## src/rtl/serial_cmd_engine.sv

```systemverilog
// UART command engine: opcode/argument decode, control registers,
// PLL phase-step / pulse sequencing and histogram readout over TX.
module serial_cmd_engine #(
    parameter int NHIST      = 4,
    parameter int HIST_W     = 32,
    parameter int MAX_ARGS   = 4,
    parameter int FW_VERSION = 12,
    parameter int RX_TIMEOUT = 50000000,
    parameter int SCAN_HALF  = 16,
    parameter int PULSE_LEN  = 8
) (
    input  logic                    clk,
    input  logic                    rst_n,
    input  logic                    rx_ready,
    input  logic [7:0]              rx_data,
    input  logic                    tx_busy,
    output logic                    tx_start,
    output logic [7:0]              tx_data,
    input  logic [NHIST*HIST_W-1:0] hist,
    output logic                    hist_reset,
    output logic [7:0]              dead_ticks,
    output logic [7:0]              firing_ticks,
    output logic                    enable_outputs,
    output logic [2:0]              mode_flags,
    output logic [2:0]              phase_offset,
    output logic [2:0]              phase_cnt_sel,
    output logic                    phase_updown,
    output logic                    phase_step,
    output logic                    scan_clk,
    output logic                    clk_switch,
    output logic                    pll_areset,
    output logic [7:0]              err_count
);

    localparam int HW = NHIST * HIST_W;
    localparam int NB = HW / 8;
    localparam int CW = $clog2(NB + 1);
    localparam int TW = $clog2(RX_TIMEOUT + 1);
    localparam int IW = $clog2(MAX_ARGS + 1);
    localparam int PW = $clog2(PULSE_LEN + 1);
    localparam int SW = $clog2(SCAN_HALF + 1);

    localparam logic [2:0] S_IDLE    = 3'd0;
    localparam logic [2:0] S_ARGS    = 3'd1;
    localparam logic [2:0] S_EXEC    = 3'd2;
    localparam logic [2:0] S_TX_WAIT = 3'd3;
    localparam logic [2:0] S_TX_GAP  = 3'd4;
    localparam logic [2:0] S_PHASE   = 3'd5;
    localparam logic [2:0] S_PULSE   = 3'd6;

    function automatic logic [IW-1:0] nargs_of(input logic [7:0] op);
        case (op)
            8'd1, 8'd2, 8'd7: nargs_of = IW'(1);
            8'd5:             nargs_of = IW'(2);
            default:          nargs_of = '0;
        endcase
    endfunction

    logic [2:0]                state_q, state_d;
    logic [7:0]                op_q, op_d;
    logic [MAX_ARGS-1:0][7:0]  args_q, args_d;
    logic [IW-1:0]             idx_q, idx_d;
    logic [TW-1:0]             timer_q, timer_d;
    logic [HW-1:0]             buf_q, buf_d;
    logic [CW-1:0]             cnt_q, cnt_d;
    logic                      txs_q, txs_d;
    logic [7:0]                txd_q, txd_d;
    logic [7:0]                dead_q, dead_d;
    logic [7:0]                fire_q, fire_d;
    logic                      en_q, en_d;
    logic [2:0]                mode_q, mode_d;
    logic [2:0]                off_q, off_d;
    logic [2:0]                sel_q, sel_d;
    logic                      ud_q, ud_d;
    logic                      step_q, step_d;
    logic                      scan_q, scan_d;
    logic                      cs_q, cs_d;
    logic                      ar_q, ar_d;
    logic [7:0]                err_q, err_d;
    logic [7:0]                steps_q, steps_d;
    logic [SW-1:0]             half_q, half_d;
    logic [2:0]                tog_q, tog_d;
    logic [PW-1:0]             pcnt_q, pcnt_d;
    logic                      unused_args;

    assign unused_args = ^args_q;

    // Next-state and register-update logic for the command sequencer
    always_comb begin
        state_d = state_q;
        op_d    = op_q;
        args_d  = args_q;
        idx_d   = idx_q;
        timer_d = timer_q;
        buf_d   = buf_q;
        cnt_d   = cnt_q;
        txs_d   = 1'b0;
        txd_d   = txd_q;
        dead_d  = dead_q;
        fire_d  = fire_q;
        en_d    = en_q;
        mode_d  = mode_q;
        off_d   = off_q;
        sel_d   = sel_q;
        ud_d    = ud_q;
        step_d  = step_q;
        scan_d  = scan_q;
        cs_d    = cs_q;
        ar_d    = ar_q;
        err_d   = err_q;
        steps_d = steps_q;
        half_d  = half_q;
        tog_d   = tog_q;
        pcnt_d  = pcnt_q;
        case (state_q)
            S_IDLE: begin
                if (rx_ready) begin
                    op_d    = rx_data;
                    idx_d   = '0;
                    timer_d = '0;
                    if (nargs_of(rx_data) != '0) state_d = S_ARGS;
                    else                         state_d = S_EXEC;
                end
            end
            S_ARGS: begin
                if (rx_ready) begin
                    for (int i = 0; i < MAX_ARGS; i++)
                        if (idx_q == IW'(i)) args_d[i] = rx_data;
                    idx_d   = idx_q + IW'(1);
                    timer_d = '0;
                    if (idx_q == nargs_of(op_q) - IW'(1))
                        state_d = S_EXEC;
                end else if (timer_q == TW'(RX_TIMEOUT - 1)) begin
                    state_d = S_IDLE;
                    if (err_q != 8'hFF) err_d = err_q + 8'd1;
                end else begin
                    timer_d = timer_q + TW'(1);
                end
            end
            S_EXEC: begin
                state_d = S_IDLE;
                case (op_q)
                    8'd0: begin
                        buf_d      = '0;
                        buf_d[7:0] = 8'(FW_VERSION);
                        cnt_d      = CW'(1);
                        state_d    = S_TX_WAIT;
                    end
                    8'd1: dead_d = args_q[0];
                    8'd2: fire_d = args_q[0];
                    8'd3: en_d = ~en_q;
                    8'd4: begin
                        cs_d    = 1'b1;
                        pcnt_d  = '0;
                        state_d = S_PULSE;
                    end
                    8'd5: begin
                        sel_d = args_q[0][2:0];
                        ud_d  = args_q[0][7];
                        if (args_q[1] != 8'd0) begin
                            steps_d = args_q[1];
                            half_d  = '0;
                            tog_d   = '0;
                            step_d  = 1'b1;
                            scan_d  = 1'b0;
                            state_d = S_PHASE;
                        end
                    end
                    8'd6: off_d = off_q + 3'd1;
                    8'd7: mode_d = args_q[0][2:0];
                    8'd10: begin
                        buf_d   = hist;
                        cnt_d   = CW'(NB);
                        state_d = S_TX_WAIT;
                    end
                    8'd13: begin
                        ar_d    = 1'b1;
                        pcnt_d  = '0;
                        state_d = S_PULSE;
                    end
                    8'd14: begin
                        buf_d      = '0;
                        buf_d[7:0] = err_q;
                        cnt_d      = CW'(1);
                        err_d      = 8'd0;
                        state_d    = S_TX_WAIT;
                    end
                    default: state_d = S_IDLE;
                endcase
            end
            S_TX_WAIT: begin
                if (!tx_busy) begin
                    txs_d   = 1'b1;
                    txd_d   = buf_q[7:0];
                    buf_d   = buf_q >> 8;
                    cnt_d   = cnt_q - CW'(1);
                    state_d = S_TX_GAP;
                end
            end
            S_TX_GAP: begin
                if (cnt_q != '0) state_d = S_TX_WAIT;
                else             state_d = S_IDLE;
            end
            S_PHASE: begin
                if (half_q == SW'(SCAN_HALF - 1)) begin
                    half_d = '0;
                    scan_d = ~scan_q;
                    tog_d  = tog_q + 3'd1;
                    if (tog_q == 3'd5) step_d = 1'b0;
                    if (tog_q == 3'd7) begin
                        steps_d = steps_q - 8'd1;
                        if (steps_q == 8'd1) state_d = S_IDLE;
                        else                 step_d  = 1'b1;
                    end
                end else begin
                    half_d = half_q + SW'(1);
                end
            end
            S_PULSE: begin
                if (pcnt_q == PW'(PULSE_LEN - 1)) begin
                    cs_d    = 1'b0;
                    ar_d    = 1'b0;
                    state_d = S_IDLE;
                end else begin
                    pcnt_d = pcnt_q + PW'(1);
                end
            end
            default: state_d = S_IDLE;
        endcase
    end

    // State registers; reset aborts any sequence and restores defaults
    always_ff @(posedge clk or negedge rst_n) begin
        if (!rst_n) begin
            state_q <= S_IDLE;
            op_q    <= '0;
            args_q  <= '0;
            idx_q   <= '0;
            timer_q <= '0;
            buf_q   <= '0;
            cnt_q   <= '0;
            txs_q   <= 1'b0;
            txd_q   <= '0;
            dead_q  <= 8'd10;
            fire_q  <= 8'd9;
            en_q    <= 1'b0;
            mode_q  <= 3'b101;
            off_q   <= '0;
            sel_q   <= '0;
            ud_q    <= 1'b1;
            step_q  <= 1'b0;
            scan_q  <= 1'b0;
            cs_q    <= 1'b0;
            ar_q    <= 1'b0;
            err_q   <= '0;
            steps_q <= '0;
            half_q  <= '0;
            tog_q   <= '0;
            pcnt_q  <= '0;
        end else begin
            state_q <= state_d;
            op_q    <= op_d;
            args_q  <= args_d;
            idx_q   <= idx_d;
            timer_q <= timer_d;
            buf_q   <= buf_d;
            cnt_q   <= cnt_d;
            txs_q   <= txs_d;
            txd_q   <= txd_d;
            dead_q  <= dead_d;
            fire_q  <= fire_d;
            en_q    <= en_d;
            mode_q  <= mode_d;
            off_q   <= off_d;
            sel_q   <= sel_d;
            ud_q    <= ud_d;
            step_q  <= step_d;
            scan_q  <= scan_d;
            cs_q    <= cs_d;
            ar_q    <= ar_d;
            err_q   <= err_d;
            steps_q <= steps_d;
            half_q  <= half_d;
            tog_q   <= tog_d;
            pcnt_q  <= pcnt_d;
        end
    end

    // Histogram clear coincides with the snapshot edge
    assign hist_reset     = (state_q == S_EXEC) && (op_q == 8'd10);
    assign tx_start       = txs_q;
    assign tx_data        = txd_q;
    assign dead_ticks     = dead_q;
    assign firing_ticks   = fire_q;
    assign enable_outputs = en_q;
    assign mode_flags     = mode_q;
    assign phase_offset   = off_q;
    assign phase_cnt_sel  = sel_q;
    assign phase_updown   = ud_q;
    assign phase_step     = step_q;
    assign scan_clk       = scan_q;
    assign clk_switch     = cs_q;
    assign pll_areset     = ar_q;
    assign err_count      = err_q;

endmodule

```

## config.mk

```make
export PLATFORM = sky130hd
export DESIGN_NAME = serial_cmd_engine
export DESIGN_NICKNAME = d
export VERILOG_FILES = /design/src/rtl/serial_cmd_engine.sv
export SDC_FILE = /design/constraint.sdc
export NUM_CORES = 1
export LEC_CHECK = 0
export ABC_AREA = 1
export BUFFER_PORTS_ARGS = -buffer_cell sky130_fd_sc_hd__buf_2
export CAP_MARGIN = 15
export CORE_ASPECT_RATIO = 1.5
export CORE_MARGIN = 10
export CORE_UTILIZATION = 55
export CTS_CLUSTER_DIAMETER = 40
export DETAILED_ROUTE_END_ITERATION = 8
export PLACE_DENSITY = 0.77
export SLEW_MARGIN = 20
export SYNTH_ARGS = -nofsm -noshare
export SYNTH_HDL_FRONTEND = slang
export SYNTH_SLANG_ARGS = --single-unit
export TNS_END_PERCENT = 100
```

## constraint.sdc

```tcl
create_clock -name clk -period 2.4 [get_ports clk]
set_input_delay 0.24 -clock clk [delete_from_list [all_inputs] [get_ports clk]]
set_output_delay 0.24 -clock clk [all_outputs]
set_load 0.005 [all_outputs]
```

==> metrics.txt <==
GP Congestion=0.944; CP Class=reg -> out; die height=209 µm; FF+latch count, synth=roughly 260; synthesized netlist net count=1,846; delay-heaviest family, CP=simple AND/OR/NAND/NOR gates; Routed Wire Length=35,400 µm; syn_area_per_cell=7.79 µm²; initial antenna violation count=4; relative slew slack=59.7%; Initial DRC Count=between 700 and 800; CORE AREA=around 24,000 µm²; clk sinks=257; synthesis-to-finish area growth=19.7%; Crit path depth=7; Synth Area in XOR/XNOR=between 1.5 and 2%; Cell Pwr Density=roughly 1000 nW/µm²; Mapped Area=13,200 µm²; Synth top area share=47.5%; drt drc=0; crit path cell chain=inv_1 -> nand2_2 -> nor2_8 -> nand3_1 -> nor2_1 -> buf_4 -> buf_2; maximum VDD drop=671 µV; Vias=11,900; Post-Synth Simple-Gate Area=25.3%; Critical Path Source=op_q[4]; die width=146 µm; Final Setup Violations=0; hold_sp=rx_data[7]; vias in the first global route=12,200; setup TNS=0 ns; Reg2Reg Setup Slack=about 0.28 ns; Tightest Hold Check Type=in -> reg; GRT overflow=0; Buffers on Ports=between 150 and 200; CP Data Required Time=2.16 ns; IO Pins=189; fin. max-slew vios=0; CTS tree=built; adder-cell share of the synthesized area=roughly 1.5%; asr flop ratio synth=100%; Yosys warning count=0; fin cells=2,213; Final min period=2.18 ns; hold slack=about 0.011 ns; Synth area leader=dfrtp_1; synth cell count leaders=516 x nand2_1, 250 x dfrtp_1, 239 x o21ai_0, 159 x inv_1, 115 x nand3_1; H-tree depth=2; Gate Count Post-Synth=1,690; Final Util=around 67%; Crit-path slowest cell=dfrtp_1; first-pass GRT wire length=between 60,000 and 70,000 µm; Root Driver=clkbuf_16; fillers=2,013; WP data arrival=1.94 ns; Post-synth EDFFs=0; Initial Util=55.7%; clock tree buffer depth=3; Worst Setup End Kind=output pin; leakage=approximately 7.7 nW; Worst Path Max Fanout=10; CP startpoint kind=flop; status=complete, no violations; proportion of synthesized area in mux cells=0.0855%; Critical path buffers and inverters=3; RSZ-0062 raised after global routing=no; Placed Cells=2,138; post-CTS sizing=0; share of cells above drive strength 1=about 17%; cell row count=between 60 and 70; Slew @ Worst Pin=between 0.6 and 0.7 ns; largest net degree at the start of global routing=118; average via count per standard cell=approximately 5.4; FF-to-FF End=state_q[0]; Worst Skew=0.0196 ns; ys flop type=dfrtp_1; Worst-path clk slew=0.06 ns; Area contributors post-synth=dfrtp_1 48%, nand2_1 15%, o21ai_0 9.1%, inv_1 4.5%, nand3_1 4.4%; R2R cell count=14; max cap viols=0; Synth Area in Compound Gates=~14%; Fin. Hold Viols=0; r2r startpoint=op_q[4]; sequential fraction of the synthesis area=between 40% and 50%; Total Routing Usage GR=between 20% and 30%; remaining antenna violation count=0; WL/cell=around 16 µm; Unique masters post-synth=42; Worst-Skew Late Latency=0.51 ns; CTS Buf Count=35; Max Freq=~460 MHz; CP endpoint=hist_reset; crit share post-route=90.8%; max incr delay on CP=0.37 ns; largest family of logic cells by synthesized area=simple AND/OR/NAND/NOR gates; DRT Pass-1 Iters=5; DIE AREA=30,700 µm²; cell with the most instances after synthesis=nand2_1; Final nets=2,022; post-detail-place hpwl=24,800 µm
-- cell type report --
class	instances	area, µm²	area share [%]
sequential	257	6440	40.8
tap	319	399	2.53
antenna	3	7.51	0.0476
multi-input combinational	1180	5680	36.0
timing repair buffer	223	1330	8.41
clock inverter	21	309	1.96
inverter	169	643	4.08
clock buffer	41	961	6.10
-- how the worst min path moves through the flow --
stage                    end  slack, ns  depth (start not counted)
3_5_place_dp   dead_ticks[2]       0.22                          1
5_1_grt           args_q[14]       0.02                          3
6_report           args_q[7]       0.01                          3
2_1_floorplan      args_q[0]      -0.06                          0
4_1_cts           args_q[14]     0.0001                          3
3_3_place_gp      steps_q[4]       0.22                          1
-- placed cells by master (no fill, tap or decap), drive strengths merged, types with 8 or more instances in the layout --
master       Yosys  layout
buf             54     213
dfrtp          250     250
o21ai          298     298
dlygate4sd3      0      10
nand3          117     117
xor2            17      17
ha              16      16
a21oi           15      15
o211ai          35      35
nand4           33      33
nand2          527     527
nor3            17      17
clkbuf          30      41
inv            168     171
clkinv           1       9
nor2            80      80
xnor2            8       8
-- state kept, by name (all words and copies together) (netlist names), 3 cells and up --
signal,flops
cnt_q,5
phase_cnt_sel,3
idx_q,3
buf_q,128
args_q,16
timer_q,26
pcnt_q,4
tog_q,3
err_count,8
half_q,5
firing_ticks,8
phase_offset,3
dead_ticks,8
op_q,8
state_q,3
tx_data,8
steps_q,8
mode_flags,3
-- per-layer routing --
metal,wire length (µm),global-route usage (%),vias up
met5,13,0,-
li1,-,-,5859
met4,1170,9.66,2
met1,13800,26.5,5587
met2,18500,41.7,338
met3,1940,4.65,89
-- metrics by stage --
step | cell area [µm²] | setup slack, ns | power (mW)
floorplan | 13200 | 0.429 | 9.42
global placement | 14400 | 0.312 | 10.7
detailed placement | 14400 | 0.270 | 10.9
CTS | 15800 | 0.173 | 16.6
global route | 15800 | 0.00771 | 17.6
finish | 15800 | 0.220 | 16.5
-- power breakdown --
| part | leakage (nW) | switching, mW | internal, mW |
|---|---|---|---|
| Sequential | 3.36 | 0.796 | 5.85 |
| Combinational | 3.76 | 2.77 | 1.44 |
| Clock | 0.619 | 2.02 | 3.64 |
| Total | 7.74 | 5.59 | 10.9 |
-- repair_timing --
action,in CTS,in global routing
hold buffers,10,0
endpoints found under the hold margin,65,0
setup endpoints to repair,0,0
buffers inserted,0,0
-- worst min-delay path, stage by stage --
cell and delay, ns:
buf_2 0.12, nand2_1 0.05, o21ai_0 0.06
-- kinds of logic after synthesis --
| group | count (synthesis) |
|---|---|
| AND/OR/NAND/NOR | 783 |
| AO/OA/AOI/OAI | 355 |
| flip-flops | 257 |
| buffers and inverters | 253 |
| XOR/XNOR | 25 |
| adder cells (fa/ha/maj) | 16 |
| multiplexers | 1 |
Note: power is estimated with default switching activity, not from simulation.
